[src/rtl/raster_scanner_pkg.sv]
// Shared definitions for the raster traversal stage:
// coordinate width, default screen size and FSM states.
package raster_scanner_pkg;

    localparam int COORD_W      = 10;
    localparam int DEF_SCREEN_W = 640;
    localparam int DEF_SCREEN_H = 480;

    typedef logic [COORD_W-1:0] coord_t;

    typedef enum logic [1:0] {
        IDLE,
        SETUP,
        SCAN
    } state_e;

endpackage

[src/rtl/raster_scanner_if.sv]
// Triangle-in / pixel-out bundle of the raster scanner.
// master drives triangles and consumes pixels; slave is the scanner.
interface raster_scanner_if
    import raster_scanner_pkg::*;
();

    logic   tri_valid;
    logic   tri_ready;
    coord_t in_ax, in_ay, in_bx, in_by, in_cx, in_cy;
    coord_t ax, ay, bx, by, cx, cy;
    logic   pix_valid;
    logic   pix_ready;
    coord_t x, y;
    logic   pix_last;
    logic   busy;

    modport master (
        output tri_valid, pix_ready,
        output in_ax, in_ay, in_bx, in_by, in_cx, in_cy,
        input  tri_ready, pix_valid, pix_last, busy,
        input  ax, ay, bx, by, cx, cy, x, y
    );

    modport slave (
        input  tri_valid, pix_ready,
        input  in_ax, in_ay, in_bx, in_by, in_cx, in_cy,
        output tri_ready, pix_valid, pix_last, busy,
        output ax, ay, bx, by, cx, cy, x, y
    );

endinterface

[src/rtl/raster_scanner_min_max3.sv]
// Combinational minimum and maximum of three coordinates.
module min_max3
    import raster_scanner_pkg::*;
(
    input  coord_t a_i,
    input  coord_t b_i,
    input  coord_t c_i,
    output coord_t min_o,
    output coord_t max_o
);

    always_comb begin
        min_o = a_i;
        if (b_i < min_o) min_o = b_i;
        if (c_i < min_o) min_o = c_i;
        max_o = a_i;
        if (b_i > max_o) max_o = b_i;
        if (c_i > max_o) max_o = c_i;
    end

endmodule

[src/rtl/raster_scanner.sv]
// Triangle bounding-box walker: latches vertices, clamps the box
// to the screen and emits every pixel of it in raster order.
module raster_scanner
    import raster_scanner_pkg::*;
#(
    parameter int SCREEN_W = DEF_SCREEN_W,
    parameter int SCREEN_H = DEF_SCREEN_H
) (
    input logic             clk,
    input logic             rst_n,
    raster_scanner_if.slave bus
);

    localparam coord_t XLIM = coord_t'(SCREEN_W - 1);
    localparam coord_t YLIM = coord_t'(SCREEN_H - 1);

    state_e state_q;
    coord_t ax_q, ay_q, bx_q, by_q, cx_q, cy_q;
    coord_t xmin_q, xmax_q, ymax_q;
    coord_t x_q, y_q;
    logic   tri_ready_q, pix_valid_q, pix_last_q, busy_q;

    coord_t xmn, xmx, ymn, ymx;
    coord_t xmax_c, ymax_c;
    logic   empty_c;
    coord_t x_d, y_d;
    logic   last_d;

    min_max3 u_mm_x (
        .a_i  (ax_q),
        .b_i  (bx_q),
        .c_i  (cx_q),
        .min_o(xmn),
        .max_o(xmx)
    );

    min_max3 u_mm_y (
        .a_i  (ay_q),
        .b_i  (by_q),
        .c_i  (cy_q),
        .min_o(ymn),
        .max_o(ymx)
    );

    always_comb begin
        xmax_c  = (xmx > XLIM) ? XLIM : xmx;
        ymax_c  = (ymx > YLIM) ? YLIM : ymx;
        empty_c = (xmn > XLIM) || (ymn > YLIM);
    end

    // Raster step and look-ahead of the last-pixel flag.
    always_comb begin
        x_d = x_q + coord_t'(1);
        y_d = y_q;
        if (x_q == xmax_q) begin
            x_d = xmin_q;
            y_d = y_q + coord_t'(1);
        end
        last_d = (x_d == xmax_q) && (y_d == ymax_q);
    end

    always_ff @(posedge clk or negedge rst_n) begin
        if (!rst_n) begin
            state_q     <= IDLE;
            ax_q        <= '0;
            ay_q        <= '0;
            bx_q        <= '0;
            by_q        <= '0;
            cx_q        <= '0;
            cy_q        <= '0;
            xmin_q      <= '0;
            xmax_q      <= '0;
            ymax_q      <= '0;
            x_q         <= '0;
            y_q         <= '0;
            tri_ready_q <= 1'b1;
            pix_valid_q <= 1'b0;
            pix_last_q  <= 1'b0;
            busy_q      <= 1'b0;
        end else begin
            unique case (state_q)
                IDLE: begin
                    if (bus.tri_valid) begin
                        ax_q        <= bus.in_ax;
                        ay_q        <= bus.in_ay;
                        bx_q        <= bus.in_bx;
                        by_q        <= bus.in_by;
                        cx_q        <= bus.in_cx;
                        cy_q        <= bus.in_cy;
                        tri_ready_q <= 1'b0;
                        busy_q      <= 1'b1;
                        state_q     <= SETUP;
                    end
                end
                SETUP: begin
                    if (empty_c) begin
                        tri_ready_q <= 1'b1;
                        busy_q      <= 1'b0;
                        state_q     <= IDLE;
                    end else begin
                        xmin_q      <= xmn;
                        xmax_q      <= xmax_c;
                        ymax_q      <= ymax_c;
                        x_q         <= xmn;
                        y_q         <= ymn;
                        pix_valid_q <= 1'b1;
                        pix_last_q  <= (xmn == xmax_c) && (ymn == ymax_c);
                        state_q     <= SCAN;
                    end
                end
                SCAN: begin
                    if (bus.pix_ready) begin
                        if (pix_last_q) begin
                            pix_valid_q <= 1'b0;
                            pix_last_q  <= 1'b0;
                            tri_ready_q <= 1'b1;
                            busy_q      <= 1'b0;
                            state_q     <= IDLE;
                        end else begin
                            x_q        <= x_d;
                            y_q        <= y_d;
                            pix_last_q <= last_d;
                        end
                    end
                end
                default: state_q <= IDLE;
            endcase
        end
    end

    assign bus.tri_ready = tri_ready_q;
    assign bus.pix_valid = pix_valid_q;
    assign bus.pix_last  = pix_last_q;
    assign bus.busy      = busy_q;
    assign bus.x         = x_q;
    assign bus.y         = y_q;
    assign bus.ax        = ax_q;
    assign bus.ay        = ay_q;
    assign bus.bx        = bx_q;
    assign bus.by        = by_q;
    assign bus.cx        = cx_q;
    assign bus.cy        = cy_q;

endmodule

[src/flat_wrapper.sv]
// flat-port wrapper written by rule: the top's interface ports become plain ports
module raster_scanner_flat import raster_scanner_pkg::*;
#(
    parameter int SCREEN_W = DEF_SCREEN_W,
    parameter int SCREEN_H = DEF_SCREEN_H
)
  (clk, rst_n, bus_tri_valid, bus_pix_ready, bus_in_ax, bus_in_ay, bus_in_bx, bus_in_by, bus_in_cx, bus_in_cy, bus_tri_ready, bus_pix_valid, bus_pix_last, bus_busy, bus_ax, bus_ay, bus_bx, bus_by, bus_cx, bus_cy, bus_x, bus_y);
  raster_scanner_if bus_i ();
  input logic clk;
  input logic rst_n;
  input wire logic [$bits(bus_i.tri_valid)-1:0] bus_tri_valid;
  input wire logic [$bits(bus_i.pix_ready)-1:0] bus_pix_ready;
  input wire logic [$bits(bus_i.in_ax)-1:0] bus_in_ax;
  input wire logic [$bits(bus_i.in_ay)-1:0] bus_in_ay;
  input wire logic [$bits(bus_i.in_bx)-1:0] bus_in_bx;
  input wire logic [$bits(bus_i.in_by)-1:0] bus_in_by;
  input wire logic [$bits(bus_i.in_cx)-1:0] bus_in_cx;
  input wire logic [$bits(bus_i.in_cy)-1:0] bus_in_cy;
  output wire logic [$bits(bus_i.tri_ready)-1:0] bus_tri_ready;
  output wire logic [$bits(bus_i.pix_valid)-1:0] bus_pix_valid;
  output wire logic [$bits(bus_i.pix_last)-1:0] bus_pix_last;
  output wire logic [$bits(bus_i.busy)-1:0] bus_busy;
  output wire logic [$bits(bus_i.ax)-1:0] bus_ax;
  output wire logic [$bits(bus_i.ay)-1:0] bus_ay;
  output wire logic [$bits(bus_i.bx)-1:0] bus_bx;
  output wire logic [$bits(bus_i.by)-1:0] bus_by;
  output wire logic [$bits(bus_i.cx)-1:0] bus_cx;
  output wire logic [$bits(bus_i.cy)-1:0] bus_cy;
  output wire logic [$bits(bus_i.x)-1:0] bus_x;
  output wire logic [$bits(bus_i.y)-1:0] bus_y;
  assign bus_i.tri_valid = bus_tri_valid;
  assign bus_i.pix_ready = bus_pix_ready;
  assign bus_i.in_ax = bus_in_ax;
  assign bus_i.in_ay = bus_in_ay;
  assign bus_i.in_bx = bus_in_bx;
  assign bus_i.in_by = bus_in_by;
  assign bus_i.in_cx = bus_in_cx;
  assign bus_i.in_cy = bus_in_cy;
  assign bus_tri_ready = bus_i.tri_ready;
  assign bus_pix_valid = bus_i.pix_valid;
  assign bus_pix_last = bus_i.pix_last;
  assign bus_busy = bus_i.busy;
  assign bus_ax = bus_i.ax;
  assign bus_ay = bus_i.ay;
  assign bus_bx = bus_i.bx;
  assign bus_by = bus_i.by;
  assign bus_cx = bus_i.cx;
  assign bus_cy = bus_i.cy;
  assign bus_x = bus_i.x;
  assign bus_y = bus_i.y;
  raster_scanner #(.SCREEN_W(SCREEN_W), .SCREEN_H(SCREEN_H)) u_core (.clk(clk), .rst_n(rst_n), .bus(bus_i));
endmodule
[config.mk]
export PLATFORM = sky130hd
export DESIGN_NAME = raster_scanner_flat
export DESIGN_NICKNAME = d
export VERILOG_FILES = /design/src/rtl/raster_scanner_pkg.sv /design/src/rtl/raster_scanner_if.sv /design/src/rtl/raster_scanner_min_max3.sv /design/src/rtl/raster_scanner.sv /design/src/flat_wrapper.sv
export SDC_FILE = /design/constraint.sdc
export NUM_CORES = 1
export LEC_CHECK = 0
export CAP_MARGIN = 20
export CORE_ASPECT_RATIO = 0.8
export CORE_MARGIN = 4
export CORE_UTILIZATION = 58
export DETAILED_ROUTE_END_ITERATION = 7
export PLACE_DENSITY = 0.95
export SLEW_MARGIN = 20
export SYNTH_ARGS = -nofsm -noshare
export SYNTH_HDL_FRONTEND = slang
export SYNTH_HIERARCHICAL = 1
export SYNTH_SLANG_ARGS = --single-unit
export TNS_END_PERCENT = 20
[constraint.sdc]
create_clock -name clk -period 10 [get_ports clk]
set_input_delay 2 -clock clk [delete_from_list [all_inputs] [get_ports clk]]
set_output_delay 2 -clock clk [all_outputs]
set_load 0.05 [all_outputs]
==> impl_results.md, run 1 <==
* Share of the synthesized area in the top cell type at 0.342
* Max-cap violations at 0
* CP Class: flop to flop
* Area of the multi-input gates at 5080 sq um
* Hold buffer count at cts at 0
* Total gr overflow at 0
* Diodes inserted at 0
* Total CTS buffers at 17
* DR pass1 iterations at 6
* Syn_area_per_cell at 9.46 sq um
* DIE AREA at 16500 sq um
* Initial antenna violation count at 0
* Most common cell after layout, fill and taps aside: clkdlybuf4s50_1
* Drt wl/cell at 21.5 um
* Reg2reg path depth at 22
* Clock Skew at 0.00698 ns
* ANT nets after route at 0
* RR Endpoint: u_core/bus.pix_last
* Share of cells above drive strength 1 at 0.134
* Worst Path Buf+Inv at 2
* Post-route DRC at 0
* Fin crit period at 6.79 ns
* Slew headroom at 0.244
* Die Y at 116 um
* Syn Nets at 1016
* Fillers at 910
* DR vias at 7961
* Core area at 14200 sq um
* H-Tree Depth at 4
* CP most frequent cell: a21oi_1
* Width of the die at about 140 um
* CP endpoint kind: flop
* XOR/XNOR Fraction of Synth Area at 0.0518
* Post-synthesis adder-cell area fraction at 0.0938
* Port Buf Inserts at 147
* Worst hold slack at 0.498 ns
* Setup Buffers After CTS at 0
* Critical Path RT at 10.32 ns
* Crit path from: u_core/bus.ay[5]
* Ys Warns at 6
* Hold Vio Cnt, Final at 0
* Reg-to-reg critical path startpoint: u_core/bus.ay[5]
* Top cell type by total area after synthesis: dfrtp_1
* Setup TNS at 0 ns
* Slew @ Worst Pin at 1.13 ns
* Drt first-iter violations at 1051
* Post-DP Area at 9990 sq um
* TritonCTS Sinks at 116
* Sequential fraction of the synthesis area at 0.345
* CTS tree: done
* Crit path cell chain: inv_1 -> ha_1 -> a21oi_1 -> o21ai_1 -> a2111oi_4 -> nor2_1 -> a21oi_1 -> ha_1 -> a21o_1 -> a21o_1 -> a21oi_1 -> o21ai_0 -> a2111o_1 -> mux2i_1 -> and4_1 -> o31ai_2 -> nand3_1 -> buf_4 -> a2111oi_0 -> o311ai_0 -> a2111o_1 -> o41ai_2
* DP Wirelength at 17900 um
* Worst setup SP type: flop
* Crit path to: u_core/bus.pix_last
* Post-synthesis compound-gate area fraction at 0.152
* Synth top area cells: dfrtp_1 (34%), mux2_2 (10%), ha_1 (9.4%)
* Fmax at 0.147 GHz
* Asr flop ratio synth at 1.00
* Worst Hold Class: flop to flop
* Synth Instances at 889
* Most frequent cells in the layout: clkdlybuf4s50_1 (146), dfrtp_1 (115), mux2_2 (75)
* Post-Synthesis Cell Area at 8410 sq um
* Status: complete, no violations
* EDFF count, synth at 0
* Starting Density at 0.590
* Fin area at between 10000 and 15000 sq um
* GRT Util Overall at 0.321
* Vias in the first global route at about 7700
* Reg-to-reg slack, setup at 3.21 ns
* Post-synth cell types at 69
* Clock transition at path regs at 0.06 ns
* Slowest Stage Delay on Critical Path at 1.04 ns
* Crit path max fanout at 41
* # setup viols final at 0
* Area Growth Syn to Fin at 26.3%
* Clk_lat worst skew at 0.42 ns
* Slowest-stage cell, CP: a2111oi_4
* Ports at 148
* RD Place Congestion at between 0.9 and 1
* Row count at 39
* First-pass GRT wire length at 41400 um
* Critical Path Stages at 22
* Vias per cell at about 6.5
* Main combinational cell family by area after synthesis: multiplexers
* Critical path's top delay family: compound AO/OA/AOI/OAI gates
* FF+latch count, synth at 116
* Final wirelength at 26300 um
* Main synth FF type: dfrtp_1
* Storage element area at 2900 sq um
* Fin nets at 1154
* Mux cell area share after synthesis at 0.180
* Fin crit share at 0.679
* WP data arrival at just over 7 ns
* Post-Synth Simple-Gate Area at 0.125
* Largest net degree at the start of global routing at 71
* Root buf cell: clkbuf_16
* RSZ-0062 raised after global routing: no
* Fin. max-slew vios at 0
* Resize count post-CTS at 0
* CTS Buffer Depth at 2
metrics by stage:
stage               worst slack [ns]   util  instances
finish                          3.21  0.745       1224
global route                    2.88  0.745       1224
global placement                3.89  0.701       1191
CTS                             3.23  0.744       1223
detailed placement              3.45  0.701       1191
floorplan                       4.47      -        889
flip-flops by register name, summed over array words and instances (netlist names):
name / flops
u_core/bus.tri_ready: 1
u_core/bus.x: 10
u_core/bus.y: 10
u_core/xmax_q: 10
u_core/bus.by: 10
u_core/bus.ay: 10
u_core/state_q: 2
u_core/bus.ax: 10
u_core/ymax_q: 10
u_core/bus.pix_valid: 1
u_core/bus.busy: 1
u_core/bus.pix_last: 1
u_core/bus.bx: 10
u_core/xmin_q: 10
u_core/bus.cx: 10
u_core/bus.cy: 10
how the worst min path moves through the flow:
stage | start | end | slack, ns | cells past startpoint
2_1_floorplan | u_core/xmin_q[8] | u_core/xmin_q[8] | 0.45 | 2
5_1_grt | u_core/xmin_q[8] | u_core/xmin_q[8] | 0.53 | 2
4_1_cts | u_core/xmin_q[8] | u_core/xmin_q[8] | 0.49 | 2
6_report | u_core/xmin_q[8] | u_core/xmin_q[8] | 0.50 | 2
3_5_place_dp | u_core/xmin_q[8] | u_core/xmin_q[8] | 0.48 | 2
3_3_place_gp | u_core/xmin_q[8] | u_core/xmin_q[8] | 0.46 | 2
cell families (layout without fill, tap and decap cells):
logic type               count (synthesis)  after routing
multiplexers                           141            141
AND/OR/NAND/NOR                        219            219
AO/OA/AOI/OAI                          199            199
XOR/XNOR                                48             48
adder cells (fa/ha/maj)                 63             63
flip-flops                             116            116
buffers and inverters                  103            254
tightest hold or removal path: stages (launching register included):
cell     delay, ns
dfrtp_1       0.35
nand2_1       0.05
o21ai_0       0.06
cell usage after synthesis, types with 5 or more instances:
master	number
xnor2_1	27
mux2_2	75
nand2b_1	7
mux2i_1	63
xor2_1	19
nand3_1	18
clkbuf_1	18
dfrtp_1	115
nand4_1	12
a22oi_1	8
nor2b_1	6
nand2_1	68
nor4_1	7
a21o_1	13
inv_1	64
ha_1	63
nor3b_1	5
nor3_1	18
a21oi_1	61
buf_1	9
o21ai_0	59
o22ai_1	6
nor2_1	57
a211oi_1	8
o21a_1	5
per-layer routing:
metal | routed length, um | vias up | track usage
li1 | - | 3489 | -
met1 | 10500 | 3795 | 0.432
met2 | 11800 | 576 | 0.501
met3 | 3000 | 101 | 0.0858
met4 | 950 | 0 | 0.123
met5 | 0 | - | 0
area by class of cell:
| class | count | area share |
|---|---|---|
| flip-flops and latches | 116 | 0.274 |
| clock inverters | 12 | 0.0146 |
| clock buffers | 20 | 0.0430 |
| inverters | 64 | 0.0226 |
| repair buffers | 158 | 0.146 |
| well taps | 184 | 0.0217 |
| multi-input cells | 670 | 0.478 |
Power of run 1 is not shown: default switching activity piles up to over one toggle a cycle in this logic, so the estimate is an artifact.
==> inputs of run 2 (changes only) <==
--- a/config.mk
+++ b/config.mk
@@ -8,9 +8,9 @@
 export CAP_MARGIN = 20
 export CORE_ASPECT_RATIO = 0.8
 export CORE_MARGIN = 4
-export CORE_UTILIZATION = 58
+export CORE_UTILIZATION = 49
 export DETAILED_ROUTE_END_ITERATION = 7
-export PLACE_DENSITY = 0.95
+export PLACE_DENSITY = 0.89
 export SLEW_MARGIN = 20
 export SYNTH_ARGS = -nofsm -noshare
 export SYNTH_HDL_FRONTEND = slang
==> constraint.sdc (replaced) <==
create_clock -name clk -period 6.1 [get_ports clk]
set_input_delay 1.22 -clock clk [delete_from_list [all_inputs] [get_ports clk]]
set_output_delay 1.22 -clock clk [all_outputs]
set_load 0.05 [all_outputs]
==> run 2 against run 1 <==
Die area grew 17%. Clock skew increased by 0.0055 ns. Sequential share of layout area is 0.49 points lower. Fmax up 16%. First-iteration DRC count down 30%. Sequential cell count stayed put. Critical path depth rose by 2. Worst hold slack improved by 0.0018 ns. Cell count rose by 4.2%. Global-route usage is 7.0 points lower. Core utilization shrank 9.8 points. Non-clock buffer count grew 16.
==> impl_results.md, run 2 (synthesis results as in run 1) <==
* CTS tree: done
* CTS Buffer Depth at 2 (unchanged)
* Share of cells above drive strength 1 at 0.151 (+0.0171)
* Slew @ Worst Pin at 0.874 ns (-0.259 ns)
* DR pass1 iterations at 6 (unchanged)
* Vias per cell at 5.87 (-9.7%)
* Critical Path RT at 6.41 ns (-3.91 ns)
* Most frequent cells in the layout: clkdlybuf4s50_1 (146), dfrtp_1 (115), mux2_2 (75)
* Diodes inserted at 0 (unchanged)
* Dpl cells at 1238 (+3.9%)
* Critical Path Stages at 24 (+9.1%)
* Hold Vio Cnt, Final at 0 (unchanged)
* Fin area at 10800 sq um (+1.8%)
* ANT nets after route at 0 (unchanged)
* Final cell count without fillers at 1275 (+4.2%)
* Final Util at 0.647 (-0.0982)
* Drt first-iter violations at 738 (-30%)
* CP most frequent cell: buf_4
* Area of the multi-input gates at 5090 sq um (+0.27%)
* Hold Path Depth at 2 (unchanged)
* Clock transition at path regs at 0.06 ns (about the same)
* Most common cell after layout, fill and taps aside: clkdlybuf4s50_1
* Area Growth Syn to Fin at 28.6%
* Status: complete, no violations
* Width of the die at 154 um (+8.3%)
* Slowest-stage cell, CP: o21ai_0
* TritonCTS Sinks at 116 (unchanged)
* Max-cap violations at 0 (unchanged)
* Fillers at 1313 (+44%)
* RD Place Congestion at 0.966 (-0.28%)
* RR Endpoint: u_core/bus.pix_last
* Crit path cell chain: inv_1 -> ha_1 -> nand4_1 -> a211oi_1 -> a2111oi_4 -> buf_4 -> a31oi_1 -> buf_4 -> mux2i_1 -> ha_1 -> nor2b_1 -> o21a_1 -> o21ai_0 -> a21oi_1 -> o21ai_0 -> buf_4 -> mux2i_1 -> inv_1 -> a222oi_1 -> a21oi_1 -> mux2_2 -> nor4b_1 -> a32oi_1 -> o41ai_2
* CP endpoint kind: flop
* Fin crit period at 5.87 ns (-0.918 ns)
* Row count at 42 (+7.7%)
* Root buf cell: clkbuf_16
* Fin crit share at 0.963 (+0.284)
* Critical path's top delay family: compound AO/OA/AOI/OAI gates
* Hold buffer count at cts at 0 (unchanged)
* CP Class: flop to flop
* Total gr overflow at 0 (unchanged)
* First-pass GRT wire length at 39200 um (-5.4%)
* Crit path from: u_core/bus.ax[5]
* Worst setup SP type: flop
* DR vias at 7490 (-5.9%)
* Clk_lat worst skew at 0.42 ns (about the same)
* Slew headroom at 0.417 (+0.173)
* Largest net degree at the start of global routing at 84 (+18%)
* Clock Skew at 0.0125 ns (+0.00549 ns)
* HP Start: u_core/bus.busy
* Worst Hold Class: flop to flop
* Storage element area at 2900 sq um (unchanged)
* H-Tree Depth at 4 (unchanged)
* Fin nets at 1170 (+1.4%)
* Die Y at 125 um (+8.2%)
* Final wirelength at 24400 um (-7.2%)
* Core area at 16700 sq um (+17%)
* Fin. max-slew vios at 0 (unchanged)
* WP data arrival at 6.18 ns (-0.93 ns)
* Reg-to-reg slack, setup at 0.23 ns (-2.98 ns)
* Port Buf Inserts at 147 (unchanged)
* Fmax at 0.170 GHz (+16%)
* Vias in the first global route at 7427 (-3.5%)
* Post-route DRC at 0 (unchanged)
* DP Wirelength at 18100 um (+1.2%)
* DIE AREA at 19300 sq um (+17%)
* Post-DP Area at 10100 sq um (+1.3%)
* Drt wl/cell at 19.1 um (-11%)
* Slowest Stage Delay on Critical Path at 0.51 ns (-0.53 ns)
* Reg-to-reg critical path startpoint: u_core/bus.ax[5]
* # setup viols final at 0 (unchanged)
* GRT Util Overall at 0.251 (-0.0704)
* Crit path max fanout at 8 (-80%)
* Initial antenna violation count at 0 (unchanged)
* Reg2reg path depth at 24 (+9.1%)
* Worst hold slack at 0.499 ns (+0.00175 ns)
* Total CTS buffers at 17 (unchanged)
* Worst Path Buf+Inv at 5 (+3)
* Crit path to: u_core/bus.pix_last
* Starting Density at 0.503 (-0.0869)
* Ports at 148 (unchanged)
-- run 2: changes by cell type in the layout (fill, tap and decap cells not counted), sizes merged --
cell / change
buf: +16
bufinv: +1
clkbuf: -2
clkinv: -1
clkinvlp: +1
-- run 2: worst min-delay path, delay by kind of cell, from the launching register on --
family,cells,cell delay (ns)
AOI/OAI and AO/OA,1,0.06
DFF,1,0.35
and+or+nand+nor,1,0.05
-- run 2: worst min-delay path by stage --
stage / to / slack, ns
2_1_floorplan: u_core/xmin_q[8] / 0.45
3_3_place_gp: u_core/xmin_q[8] / 0.47
3_5_place_dp: u_core/bus.busy / 0.49
4_1_cts: u_core/bus.busy / 0.50
5_1_grt: u_core/ymax_q[0] / 0.53
6_report: u_core/bus.busy / 0.50
-- run 2: layer usage --
metal	global-route usage	vias up	part of all wire
met5	0	-	0
met4	0.0618	0	0.012
met3	0.0739	27	0.095
met2	0.379	367	0.45
met1	0.355	3579	0.45
li1	-	3517	-
-- run 2: stage by stage --
step,worst slack (ns),TNS (ns)
floorplan,0.572,0
global placement,0.490,0
detailed placement,0.278,0
CTS,0.111,0
global route,-0.0388,-0.0388
finish,0.227,0
-- run 2: what timing repair did --
action | in CTS | in global routing
gates resized for setup | 0 | 5
buffers inserted | 0 | 6
endpoints found under the setup margin | 0 | 3
-- run 2: area by class of cell --
type                            count  area share
Sequential cell                   116       0.269
Timing Repair Buffer              174       0.155
Clock inverter                     13      0.0170
Inverter                           64      0.0222
Clock buffer                       18      0.0406
Tap cell                          220      0.0255
Multi-Input combinational cell    670       0.471
Power of run 2 is left out for the same reason.
